$ cat src/rtl/square_plotter.sv
// Square plotter: walks a SIZE x SIZE pixel block row-major, one pixel per cycle,
// gating the VGA write strobe for off-screen and (optionally) interior pixels.
module square_plotter #(
  parameter int SIZE = 4,
  parameter int XMAX = 160,
  parameter int YMAX = 120
) (
  input  logic       clock,
  input  logic       reset,
  input  logic       ld,
  input  logic [7:0] x_in,
  input  logic [6:0] y_in,
  input  logic [2:0] colour_in,
  input  logic       outline,
  output logic [7:0] X,
  output logic [6:0] Y,
  output logic [2:0] Colour,
  output logic       plot,
  output logic       busy,
  output logic       done
);

  localparam logic [1:0] S_IDLE = 2'd0;
  localparam logic [1:0] S_DRAW = 2'd1;
  localparam logic [1:0] S_DONE = 2'd2;

  localparam logic [3:0] LAST = 4'(SIZE - 1);
  localparam logic [8:0] XLIM = 9'(XMAX);
  localparam logic [7:0] YLIM = 8'(YMAX);

  logic [1:0] state_q, state_d;
  logic [3:0] cx_q, cx_d;
  logic [3:0] cy_q, cy_d;
  logic [7:0] x_lat_q, x_lat_d;
  logic [6:0] y_lat_q, y_lat_d;
  logic [2:0] col_q, col_d;
  logic       outl_q, outl_d;

  logic [8:0] x_sum;
  logic [7:0] y_sum;
  logic       edge_ok;

  always_comb begin
    state_d = state_q;
    cx_d    = cx_q;
    cy_d    = cy_q;
    x_lat_d = x_lat_q;
    y_lat_d = y_lat_q;
    col_d   = col_q;
    outl_d  = outl_q;
    unique case (state_q)
      S_IDLE: begin
        if (ld) begin
          x_lat_d = x_in;
          y_lat_d = y_in;
          col_d   = colour_in;
          outl_d  = outline;
          cx_d    = 4'd0;
          cy_d    = 4'd0;
          state_d = S_DRAW;
        end
      end
      S_DRAW: begin
        if (cx_q == LAST) begin
          cx_d = 4'd0;
          if (cy_q == LAST) begin
            cy_d    = 4'd0;
            state_d = S_DONE;
          end else begin
            cy_d = cy_q + 4'd1;
          end
        end else begin
          cx_d = cx_q + 4'd1;
        end
      end
      S_DONE: state_d = S_IDLE;
      default: state_d = S_IDLE;
    endcase
  end

  always_ff @(posedge clock) begin
    if (reset) begin
      state_q <= S_IDLE;
      cx_q    <= 4'd0;
      cy_q    <= 4'd0;
      x_lat_q <= 8'd0;
      y_lat_q <= 7'd0;
      col_q   <= 3'd0;
      outl_q  <= 1'b0;
    end else begin
      state_q <= state_d;
      cx_q    <= cx_d;
      cy_q    <= cy_d;
      x_lat_q <= x_lat_d;
      y_lat_q <= y_lat_d;
      col_q   <= col_d;
      outl_q  <= outl_d;
    end
  end

  // Wide sums so a square hanging past 255/127 reads as off-screen, not wrapped.
  always_comb begin
    x_sum   = {1'b0, x_lat_q} + {5'd0, cx_q};
    y_sum   = {1'b0, y_lat_q} + {4'd0, cy_q};
    edge_ok = !outl_q || (cx_q == 4'd0) || (cx_q == LAST)
              || (cy_q == 4'd0) || (cy_q == LAST);
  end

  assign X      = x_sum[7:0];
  assign Y      = y_sum[6:0];
  assign Colour = col_q;
  assign plot   = (state_q == S_DRAW) && (x_sum < XLIM)
                  && (y_sum < YLIM) && edge_ok;
  assign busy   = (state_q == S_DRAW) || (state_q == S_DONE);
  assign done   = (state_q == S_DONE);

endmodule

$ cat config.mk
export PLATFORM = sky130hd
export DESIGN_NAME = square_plotter
export DESIGN_NICKNAME = d
export VERILOG_FILES = /design/src/rtl/square_plotter.sv
export SDC_FILE = /design/constraint.sdc
export NUM_CORES = 1
export LEC_CHECK = 0
export BUFFER_PORTS_ARGS = -buffer_cell sky130_fd_sc_hd__clkbuf_2
export CAP_MARGIN = 10
export CORE_MARGIN = 3
export CORE_UTILIZATION = 45
export CTS_CLUSTER_DIAMETER = 100
export DETAILED_ROUTE_END_ITERATION = 7
export PLACE_DENSITY = 0.77
export SYNTH_ARGS = -nofsm -noshare
export SYNTH_HDL_FRONTEND = slang
export SYNTH_SLANG_ARGS = --single-unit
$ cat constraint.sdc
create_clock -name clock -period 6 [get_ports clock]
set_input_delay 0.3 -clock clock [delete_from_list [all_inputs] [get_ports clock]]
set_output_delay 0.3 -clock clock [all_outputs]
set_load 0.02 [all_outputs]
**After elaboration in Yosys (flattened, before gate mapping)**

Cells that the tools add are included.

- Register bits: 29
- Input bits: 22
- Output and inout bits: 21

- Add/sub/neg operators: 4
- $lt $le $gt $ge: 2
- Eq/ne operators: 7
- Mux-type cells: 10
- Reduce and logical (&&, ||, !) cells: 17

Operator list:

| operator | number |
|---|---|
| 4-bit two-way mux | 4 |
| 4-bit one-hot mux with 2 select lines | 2 |
| 8-bit by 4-bit adder with 9-bit output | 1 |
| 9-bit by 8-bit < comparator with 1-bit output, second input constant | 1 |
| 4-bit by 1-bit adder with 4-bit output, second input constant | 2 |
| 7-bit by 4-bit adder with 8-bit output | 1 |
| 4-bit by 2-bit == test with 1-bit output, second input constant | 2 |
| 4-bit logical NOT | 2 |
| 8-bit by 7-bit < comparator with 1-bit output, second input constant | 1 |
| 2-bit two-way mux | 3 |
| 2-bit inequality test, second input constant | 3 |
| 3-bit AND reduction | 2 |
| 1-bit logical OR | 5 |
| 2-bit one-hot mux with 2 select lines | 1 |
| 2-bit AND reduction | 2 |
| 1-bit logical AND | 3 |
| 2-bit by 1-bit == test with 1-bit output, second input constant | 1 |
| 2-bit == test, second input constant | 1 |
| 2-bit logical NOT | 1 |
| 2-bit nonzero test | 1 |
| 1-bit logical NOT | 1 |

**Longest topological paths before layout**

Gate-level depths: netlist of the first run.

- Word-level depth: 6
- Mapped depth: 7

**Worst setup path before layout of the first run**

No wires, ideal clock.

- Kind: reg-to-output
- From: register cx_q[0]
- To: output port plot
- Arrival time: 2.504 ns
- Required time: 5.700 ns
- Setup slack: 3.196 ns
- Cell stages (with the launch flop): 7
- Path buffers: 0
- Cells stage by stage: dfxtp_1 ha_1 fa_1 a21o_1 or4_1 o311a_1 nor4_1

- Longest elaborated chain between the ends: 6
- Elaborated cells on any way between the ends: 11
- Classes of those cells: add/sub: 1; order compare: 1; eq/ne: 1; reduce/logical: 8

Ends and longest elaborated chain:

| what | RTL line | source |
|---|---|---|
| start, declared | 32 | `logic [3:0] cx_q, cx_d;` |
| start signal, assigned | 84 | `cx_q <= 4'd0;` |
| start signal, assigned | 92 | `cx_q <= cx_d;` |
| parallel branches: the longest is 5 deep, another holds 8-bit by 4-bit adder with 9-bit output | - |  |
| 1-bit logical AND * | 113 | `&& (y_sum < YLIM) && edge_ok;` |
| end, declared | 18 | `output logic plot,` |

Every way passes the cells marked *.

**Worst setup path in the final report of the first run**

Same ends and word-level chain as after synthesis.

==> results of run 1 <==
-- area by class of cell --
cell class | count | area (sq um)
Sequential cell | 29 | 581
Clock buffer | 7 | 96.3
Fill cell | 336 | 1450
Tap cell | 46 | 57.6
Timing Repair Buffer | 42 | 210
Clock inverter | 1 | 5.00
Multi-Input combinational cell | 168 | 1060
Inverter | 9 | 33.8
-- registers in the layout, indices dropped and copies added (netlist names) --
name / flops
Colour: 3
state_q: 2
y_lat_q: 7
cx_q: 4
x_lat_q: 8
cy_q: 4
outl_q: 1
-- report_power, final --
part / total [mW] / internal, mW / switching (mW)
Combinational: 0.141 / 0.0523 / 0.0890
Sequential: 0.224 / 0.209 / 0.0148
Clock: 0.173 / 0.103 / 0.0700
Total: 0.538 / 0.365 / 0.174
-- layer usage --
| metal | vias up | global-route usage (%) | wire (um) |
|---|---|---|---|
| li1 | 822 | - | - |
| met1 | 719 | 23.5 | 1710 |
| met2 | 43 | 29.5 | 1840 |
| met3 | 2 | 5.66 | 226 |
| met4 | 0 | 4.30 | 11 |
| met5 | - | 0 | 0 |
-- logic make-up (layout without fill, tap and decap cells) --
kind of cell / Yosys count / count (layout) / synth area share [%]
AND/OR/NAND/NOR: 86 / 86 / 23.5
flip-flops: 29 / 29 / 34.0
adder cells (fa/ha/maj): 17 / 17 / 13.4
XOR/XNOR: 10 / 10 / 5.14
multiplexers: 3 / 3 / 1.91
buffers and inverters: 17 / 59 / 3.81
AO/OA/AOI/OAI: 52 / 52 / 18.3
-- metrics by stage --
step                hold WS, ns  instance area, sq um  std cells  power, mW
floorplan                 0.436                  1710        214      0.331
global placement          0.442                  1940        294      0.367
detailed placement        0.450                  1940        294      0.370
CTS                       0.235                  2040        302      0.544
global route              0.227                  2040        302      0.578
finish                    0.239                  2040        302      0.538
-- cell usage after synthesis, types with 2 or more instances --
cell      instances
mux2_2            2
o311a_1           2
ha_1             15
inv_1             9
dfxtp_1          29
xnor2_1           4
nor2b_1           2
nor4_1            2
and2b_1           2
a21o_1            2
nand2b_1          2
nor2_1           10
nand2_1          46
clkbuf_1          6
a21oi_1          33
nor3_1            3
fa_1              2
xor2_1            6
nand3_1           9
or4_1             2
o21ai_0           4
-- worst max-delay path: stages, from the launching register on --
cell	delay (ns)
dfxtp_1	0.35
ha_1	0.24
fa_1	0.41
a21o_1	0.21
or4_1	0.54
o311a_1	0.15
nor4_1	0.30
clkbuf_2	0.22
-- how the worst max path moves through the flow --
stage            start  endpoint  slack, ns  cells past startpoint
2_1_floorplan  cx_q[0]      plot       3.20                      6
3_3_place_gp   cx_q[0]      plot       3.33                      7
3_5_place_dp   cx_q[0]      plot       3.31                      7
4_1_cts        cx_q[0]      plot       3.02                      7
5_1_grt        cx_q[0]      plot       2.82                      7
6_report       cx_q[0]      plot       3.02                      7
==> metrics, run 1 <==
most frequent cells in the layout 46 x nand2_1, 42 x clkbuf_2, 33 x a21oi_1; clk sinks 29; Finished Core Util 58.5%; ys async rst share 0%; clk root buf clkbuf_8; syn_area_per_cell 7.97 sq um; Crit Path Max Fanout 5; Cell variety after synth 43; Pwr Density 264 nW/um^2; status completed; post-CTS setup buffer count 0; HP Start x_in[6]; core area 3490 sq um; io pins 43; CTS tree done; vias in the first global route 1432; # port buffers 42; FMAX approximately 340 MHz; overall routing resource usage a little under a fifth; standard-cell row count 21; final net count between 200 and 300; clock buffer depth 2; Hold Path Depth 3; share of layout cells above drive strength 1 21.9%; Crit Reg-Reg Startpoint cx_q[1]; DRT Pass-1 Iters 4; Residual DRC 0; setup slack after layout 3.02 ns; Slew Limit Fails 0; Skew-Pair Late Insertion Delay 0.27 ns; R2R cell count 5; slew at the pin closest to its max-slew limit 0.742 ns; Initial Util 48.8%; maximum vdd drop 0.203 mV; routed via count 1586; Hold Buf Count CTS 0; Most used DFF post-synth dfxtp_1; Final HPWL DP 2720 um; Max Cap Violations 0; Seq/Total Area, Yosys 34.0%; Clock Skew 0.00965 ns; area grow syn2layout 19.8%; cts bufs inserted 5; Slew HR a little over 50%; first-pass GRT wire length 6400 um; initial antenna violation count 0; Synthesized Nets 253; Via density between 5 and 6; unrepaired setup endpoints after global routing false; Remaining Overflow, GRT 0; r2r endpoint cy_q[2]; die width approximately 68 um; H-tree levels 2; final setup TNS 0 ns; global placement routability congestion 0.879; height of the die 67.6 um; Mapped Area roughly 1700 sq um; Critical Path RT around 5.7 ns; CP Data Arrival Time 2.68 ns; Hold Violations, Final 0; Detailed Route Iter0 Violations 103; Final setup viols 0; Leak Pwr 0.934 nW; Startpoint Class register; Area contributors post-synth dfxtp_1 34%, ha_1 11%, nand2_1 10%, a21oi_1 9.7%, xor2_1 3.1%; post-CTS sizing 0; synth warn 0; #FFs+latches synth 29; DRT Wirelength 3790 um; flop2flop setup slack 3.92 ns; cell taking the most area after synthesis dfxtp_1; Hold Path End x_lat_q[6]; final worst path period need 2.98 ns; Final ANT Viol Nets 0; routed len/inst around 13 um; pre-CTS worst setup slack 3.31 ns; EDFF count, synth 0; min-delay worst type in2reg; top-area cell type share of the netlist area 34.0%; die area 4560 sq um; endpoint class of the critical path output port; Post-Syn Instances 214; Setup CP Type reg2out; Reg clk slew, reported paths about 0.070 ns; commonest non-fill, non-tap cell in the layout nand2_1; n_diodes 0; largest net degree at the start of global routing 30; fin crit share 49.7%
Note: power is estimated with default switching activity, not from simulation.
==> run 2: changes to the inputs <==
Clock period 6 ns to 2.8 ns, I/O delays scaled along.
==> run 2 against run 1 <==
- combinational power grew 120%
- count of clock-buffer cells in the layout is the same
- final area grew 0.55%
- worst hold slack lost 0.16 ns
- global-route usage shrank 0.20 points
- sequential share of layout area shrank 0.16 points
- via count grew 0.76%
==> metrics, run 2 (synthesized netlist as in run 1, its figures left out) <==
status completed (unchanged); P_sw 0.382 mW (was 0.174 mW); # port buffers 42 (unchanged); die area 4560 sq um (unchanged); clk root buf clkbuf_8 (unchanged); Startpoint Class register (unchanged); Reg clk slew, reported paths 0.06 ns (was 0.07 ns); n_diodes 0 (unchanged); largest registers x_lat_q x8, y_lat_q x7 (unchanged); standard-cell row count 21 (unchanged); Clock Skew 0.00540 ns (was 0.00965 ns); maximum vdd drop 0.347 mV (was 0.203 mV); Final setup viols 0 (unchanged); final worst path period need 2.60 ns; Internal Power 0.783 mW (was 0.365 mW); cts bufs inserted 5 (unchanged); Final Cell Area 2050 sq um (was 2040 sq um); final net count 294 (unchanged); io pins 43 (unchanged); die width 67.6 um (unchanged); Largest register FFs 8 (unchanged); Final ANT Viol Nets 0 (unchanged); Hold Violations, Final 0 (unchanged); vias in the first global route 1395 (was 1432); largest net degree at the start of global routing 30 (unchanged); Hold Buf Count CTS 0 (unchanged); most frequent cells in the layout 46 x nand2_1, 41 x clkbuf_2, 33 x a21oi_1 (was 46 x nand2_1, 42 x clkbuf_2, 33 x a21oi_1); Sw Share 32.8% (was 32.3%); DRT Wirelength 3850 um (was 3790 um); largest register by flop count x_lat_q (unchanged); area grow syn2layout 20.5% (was 19.8%); clock group share of total power 32.6% (was 32.2%); Initial Util 48.8% (unchanged); FMAX just under 400 MHz; CP Data Arrival Time 2.46 ns (was 2.68 ns); Max Cap Violations 0 (unchanged); Crit Path Max Fanout 5 (unchanged); Slew HR 52.8% (was 50.6%); clk sinks 29 (unchanged); Comb pwr share 26.2% (was 26.3%); Detailed Route Iter0 Violations 151 (was 103); pre-CTS worst setup slack 0.280 ns (was 3.31 ns); Final HPWL DP 2750 um (was 2720 um); Pwr Density 567 nW/um^2 (was 264 nW/um^2); post-CTS setup buffer count 0 (unchanged); Remaining Overflow, GRT 0 (unchanged); Leak Pwr 0.934 nW (about the same); routed len/inst 12.7 um (was 12.5 um); core area 3490 sq um (unchanged); Slew Limit Fails 0 (unchanged); final setup TNS 0 ns (unchanged); setup slack after layout 0.198 ns (was 3.02 ns); fill count 331 (was 336); routed via count 1598 (was 1586); Setup CP Type reg2out (unchanged); clock buffer depth 2 (unchanged); H-tree levels 2 (unchanged); global placement routability congestion 0.879 (about the same); overall routing resource usage 18.0% (was 18.2%); Cell Area, Placed 1940 sq um (unchanged); endpoint class of the critical path output port (unchanged); Residual DRC 0 (unchanged); height of the die 67.6 um (unchanged); CTS tree done (unchanged); Via density 5.29 (was 5.25); fin crit share 92.9%; commonest non-fill, non-tap cell in the layout nand2_1 (unchanged); min-delay worst type in2reg (unchanged); first-pass GRT wire length 6250 um (was 6400 um); initial antenna violation count 0 (unchanged); DRT Pass-1 Iters 5 (was 4); unrepaired setup endpoints after global routing false (unchanged); Skew-Pair Late Insertion Delay 0.28 ns (was 0.27 ns); Critical Path RT 2.66 ns (was 5.70 ns); Flop pwr share 41.2% (was 41.5%); share of layout cells above drive strength 1 22.7% (was 21.9%); slew at the pin closest to its max-slew limit 0.708 ns (was 0.742 ns)
-- run 2: timing repair --
item                                    4_1_cts  5_1_grt
gates cloned                                  0        0
resized for setup                             3        1
endpoints found under the setup margin        1        1
pin swaps                                     0        1
-- run 2: per-stage QoR --
step	hold slack [ns]	utilization [%]	power, mW	cells
2_1_floorplan	0.276	-	0.710	214
3_3_place_gp	0.363	55.6	0.786	294
3_5_place_dp	0.368	55.6	0.792	294
4_1_cts	0.0659	58.8	1.18	302
5_1_grt	0.0641	58.8	1.24	302
6_report	0.0743	58.8	1.17	302
-- run 2: final timing paths --
kind	slack (ns)	endpoint	cells after the start	from
max	0.20	plot	7	cx_q[0]
min	0.07	x_lat_q[6]	3	x_in[6]
max reg2reg	0.73	cy_q[2]	5	cx_q[1]
min reg2reg	0.46	Colour[1]	2	Colour[1]
-- run 2: critical path, cell delays in order (launching register included) --
cell	delay, ns
dfxtp_1	0.35
ha_1	0.24
fa_2	0.36
a21o_1	0.20
or4_1	0.53
o311a_1	0.16
nor4_2	0.17
buf_4	0.19
-- run 2: cell type report --
class                      instances  area (sq um)  share of cell area (%)
clock inverter                     1          5.00                   0.244
clock buffer                       7          96.3                    4.69
inverter                           9          33.8                    1.64
tap                               46          57.6                    2.80
sequential                        29           581                    28.3
multi-input combinational        168          1070                    52.0
timing repair buffer              42           213                    10.4
-- run 2: power by group through the flow --
stage / sequential (mW) / clock [mW] / combinational, mW
after floorplan: 0.484 / 0 / 0.225
after global placement: 0.487 / 0 / 0.300
after detailed placement: 0.488 / 0 / 0.304
after CTS: 0.479 / 0.391 / 0.308
after global routing: 0.485 / 0.409 / 0.345
final: 0.480 / 0.380 / 0.305
-- run 2: layer usage --
layer / track usage (%) / routed length (um)
met1: 23.3 / 1800
met2: 28.3 / 1800
met3: 5.82 / 222
met4: 5.57 / 29
met5: 0 / 0
==> run 3: changes to the inputs <==
Settings changed: GPL_ROUTABILITY_DRIVEN from default to 0, PLACE_DENSITY 0.77 to 0.8.
Clock period 2.8 ns to 2.2 ns, I/O delays scaled along.
==> run 3 against run 2 <==
- the run now ends with negative setup slack left
- critical path type unchanged
- clock power rose by 11%
- non-clock buffer count is 8 higher
- global-route usage rose by 0.41 points
- via count is 2.8% higher
- setup slack worse by 0.40 ns
- sequential power increased by 28%
- flip-flop and latch count unchanged
- utilization rose by 3.2 points
- final area rose by 5.4%
==> metrics, run 3 (synthesized netlist as in run 1, its figures left out) <==
slew at the pin closest to its max-slew limit 0.602 ns (was 0.708 ns); clk sinks 29 (unchanged); clock buffer depth 2 (unchanged); final net count 302 (was 294); commonest non-fill, non-tap cell in the layout nand2_1 (unchanged); maximum vdd drop 0.387 mV (was 0.347 mV); Detailed Route Iter0 Violations 100 (was 151); Final HPWL DP 2850 um (was 2750 um); standard-cell row count 21 (unchanged); Final setup viols 1 (was 0); Setup CP Type reg2out (unchanged); FMAX 416 MHz; fill count 300 (was 331); Hold Violations, Final 0 (unchanged); Startpoint Class register (unchanged); CP Data Arrival Time 2.30 ns (was 2.46 ns); largest registers x_lat_q x8, y_lat_q x7 (unchanged); core area 3490 sq um (unchanged); vias in the first global route 1478 (was 1395); Sw Share 33.9% (was 32.8%); setup slack after layout -0.206 ns (was 0.198 ns); Remaining Overflow, GRT 0 (unchanged); clock group share of total power 28.9% (was 32.6%); Pwr Density 673 nW/um^2 (was 567 nW/um^2); clk root buf clkbuf_8 (unchanged); DRT Pass-1 Iters 4 (was 5); Residual DRC 0 (unchanged); Flop pwr share 42.0% (was 41.2%); overall routing resource usage 18.4% (was 18.0%); # port buffers 42 (unchanged); die width 67.6 um (unchanged); Critical Path RT 2.09 ns (was 2.66 ns); status complete, but fails checks (was completed); Reg clk slew, reported paths 0.06 ns (about the same); Clock Skew 0.00353 ns (was 0.00540 ns); routed len/inst 12.7 um (about the same); CTS tree done (unchanged); height of the die 67.6 um (unchanged); final worst path period need 2.41 ns; endpoint class of the critical path output port (unchanged); Comb pwr share 29.1% (was 26.2%); Skew-Pair Late Insertion Delay 0.28 ns (about the same); Slew HR 59.9% (was 52.8%); n_diodes 0 (unchanged); failing checks negative setup slack; unrepaired setup endpoints after global routing true (was false); share of layout cells above drive strength 1 28.0% (was 22.7%); area grow syn2layout 27.0% (was 20.5%); P_sw 0.494 mW (was 0.382 mW); Slew Limit Fails 0 (unchanged); Internal Power 0.964 mW (was 0.783 mW); routed via count 1643 (was 1598); DRT Wirelength 3940 um (was 3850 um); first-pass GRT wire length 6370 um (was 6250 um); most frequent cells in the layout 46 x nand2_1, 39 x clkbuf_2, 32 x a21oi_1 (was 46 x nand2_1, 41 x clkbuf_2, 33 x a21oi_1); Finished Core Util 62.0% (was 58.8%); fin crit share 109%; H-tree levels 2 (unchanged); Largest register FFs 8 (unchanged); Crit Path Max Fanout 2 (was 5); Initial Util 48.8% (unchanged); Tot Pwr 1.46 mW (was 1.17 mW); min-delay worst type in2reg (unchanged); Via density 5.30 (was 5.29); largest register by flop count x_lat_q (unchanged); Hold Buf Count CTS 0 (unchanged); Final ANT Viol Nets 0 (unchanged); io pins 43 (unchanged); largest net degree at the start of global routing 30 (unchanged); Max Cap Violations 0 (unchanged); initial antenna violation count 0 (unchanged); cts bufs inserted 5 (unchanged); die area 4560 sq um (unchanged); worst hold slack 0.0443 ns (was 0.0743 ns); Leak Pwr 0.953 nW (was 0.934 nW)
==> run 3: cell types whose count changed in the layout (fill, tap and decap cells not counted), sizes merged <==
cell | previous run | this run
buf | 1 | 11
clkbuf | 48 | 47
clkinv | 1 | 0
==> run 3: final cells by class <==
class,instances,area [sq um],share of cell area (%)
Sequential cell,29,584,27.0
Tap cell,46,57.6,2.66
Clock buffer,8,80.1,3.70
Multi-Input combinational cell,168,1130,52.3
Inverter,9,33.8,1.56
Timing Repair Buffer,50,278,12.8
==> run 3: critical path, stage by stage, from the launching register on <==
cell and delay [ns]:
dfxtp_2 0.33, ha_4 0.16, fa_2 0.33, a21o_1 0.18, or4_4 0.53, o311a_4 0.15
nor4_4 0.14, buf_4 0.18
==> run 3: repair_timing <==
item                                    4_1_cts  5_1_grt
setup buffers                                 0        0
pin swaps                                     1        0
endpoints found under the setup margin        1        5
resized for setup                             6       13
==> run 3: power groups by stage <==
stage	Combinational, mW	Sequential (mW)	Clock, mW
2_1_floorplan	0.292	0.616	0
4_1_cts	0.420	0.609	0.429
3_5_place_dp	0.411	0.619	0
5_1_grt	0.467	0.619	0.465
6_report	0.423	0.612	0.422
3_3_place_gp	0.403	0.617	0
==> run 3: layer usage <==
metal	part of all wire [%]	up-vias	global-route usage (%)
met5	0	-	0
met4	1.4	0	9.11
met3	5.3	5	4.83
met2	48	46	30.6
met1	45	749	21.8
li1	-	843	-
==> run 3: final timing paths <==
kind / depth (start not counted) / startpoint / to / slack [ns]
worst max-delay path: 7 / x_lat_q[0] / plot / -0.21
worst min-delay path: 3 / y_in[1] / y_lat_q[1] / 0.04
worst max register to register: 6 / cx_q[1] / cy_q[2] / 0.16
worst min register to register: 2 / Colour[0] / Colour[0] / 0.46
==> run 3: metrics by stage <==
step / std cells / TNS [ns] / setup slack (ns) / area (sq um)
detailed placement: 302 / -0.0533 / -0.0533 / 2020
global route: 310 / -0.317 / -0.269 / 2170
floorplan: 214 / 0 / 0.0176 / 1720
finish: 310 / -0.206 / -0.206 / 2170
global placement: 302 / -0.0335 / -0.0335 / 2020
CTS: 310 / -0.242 / -0.242 / 2130
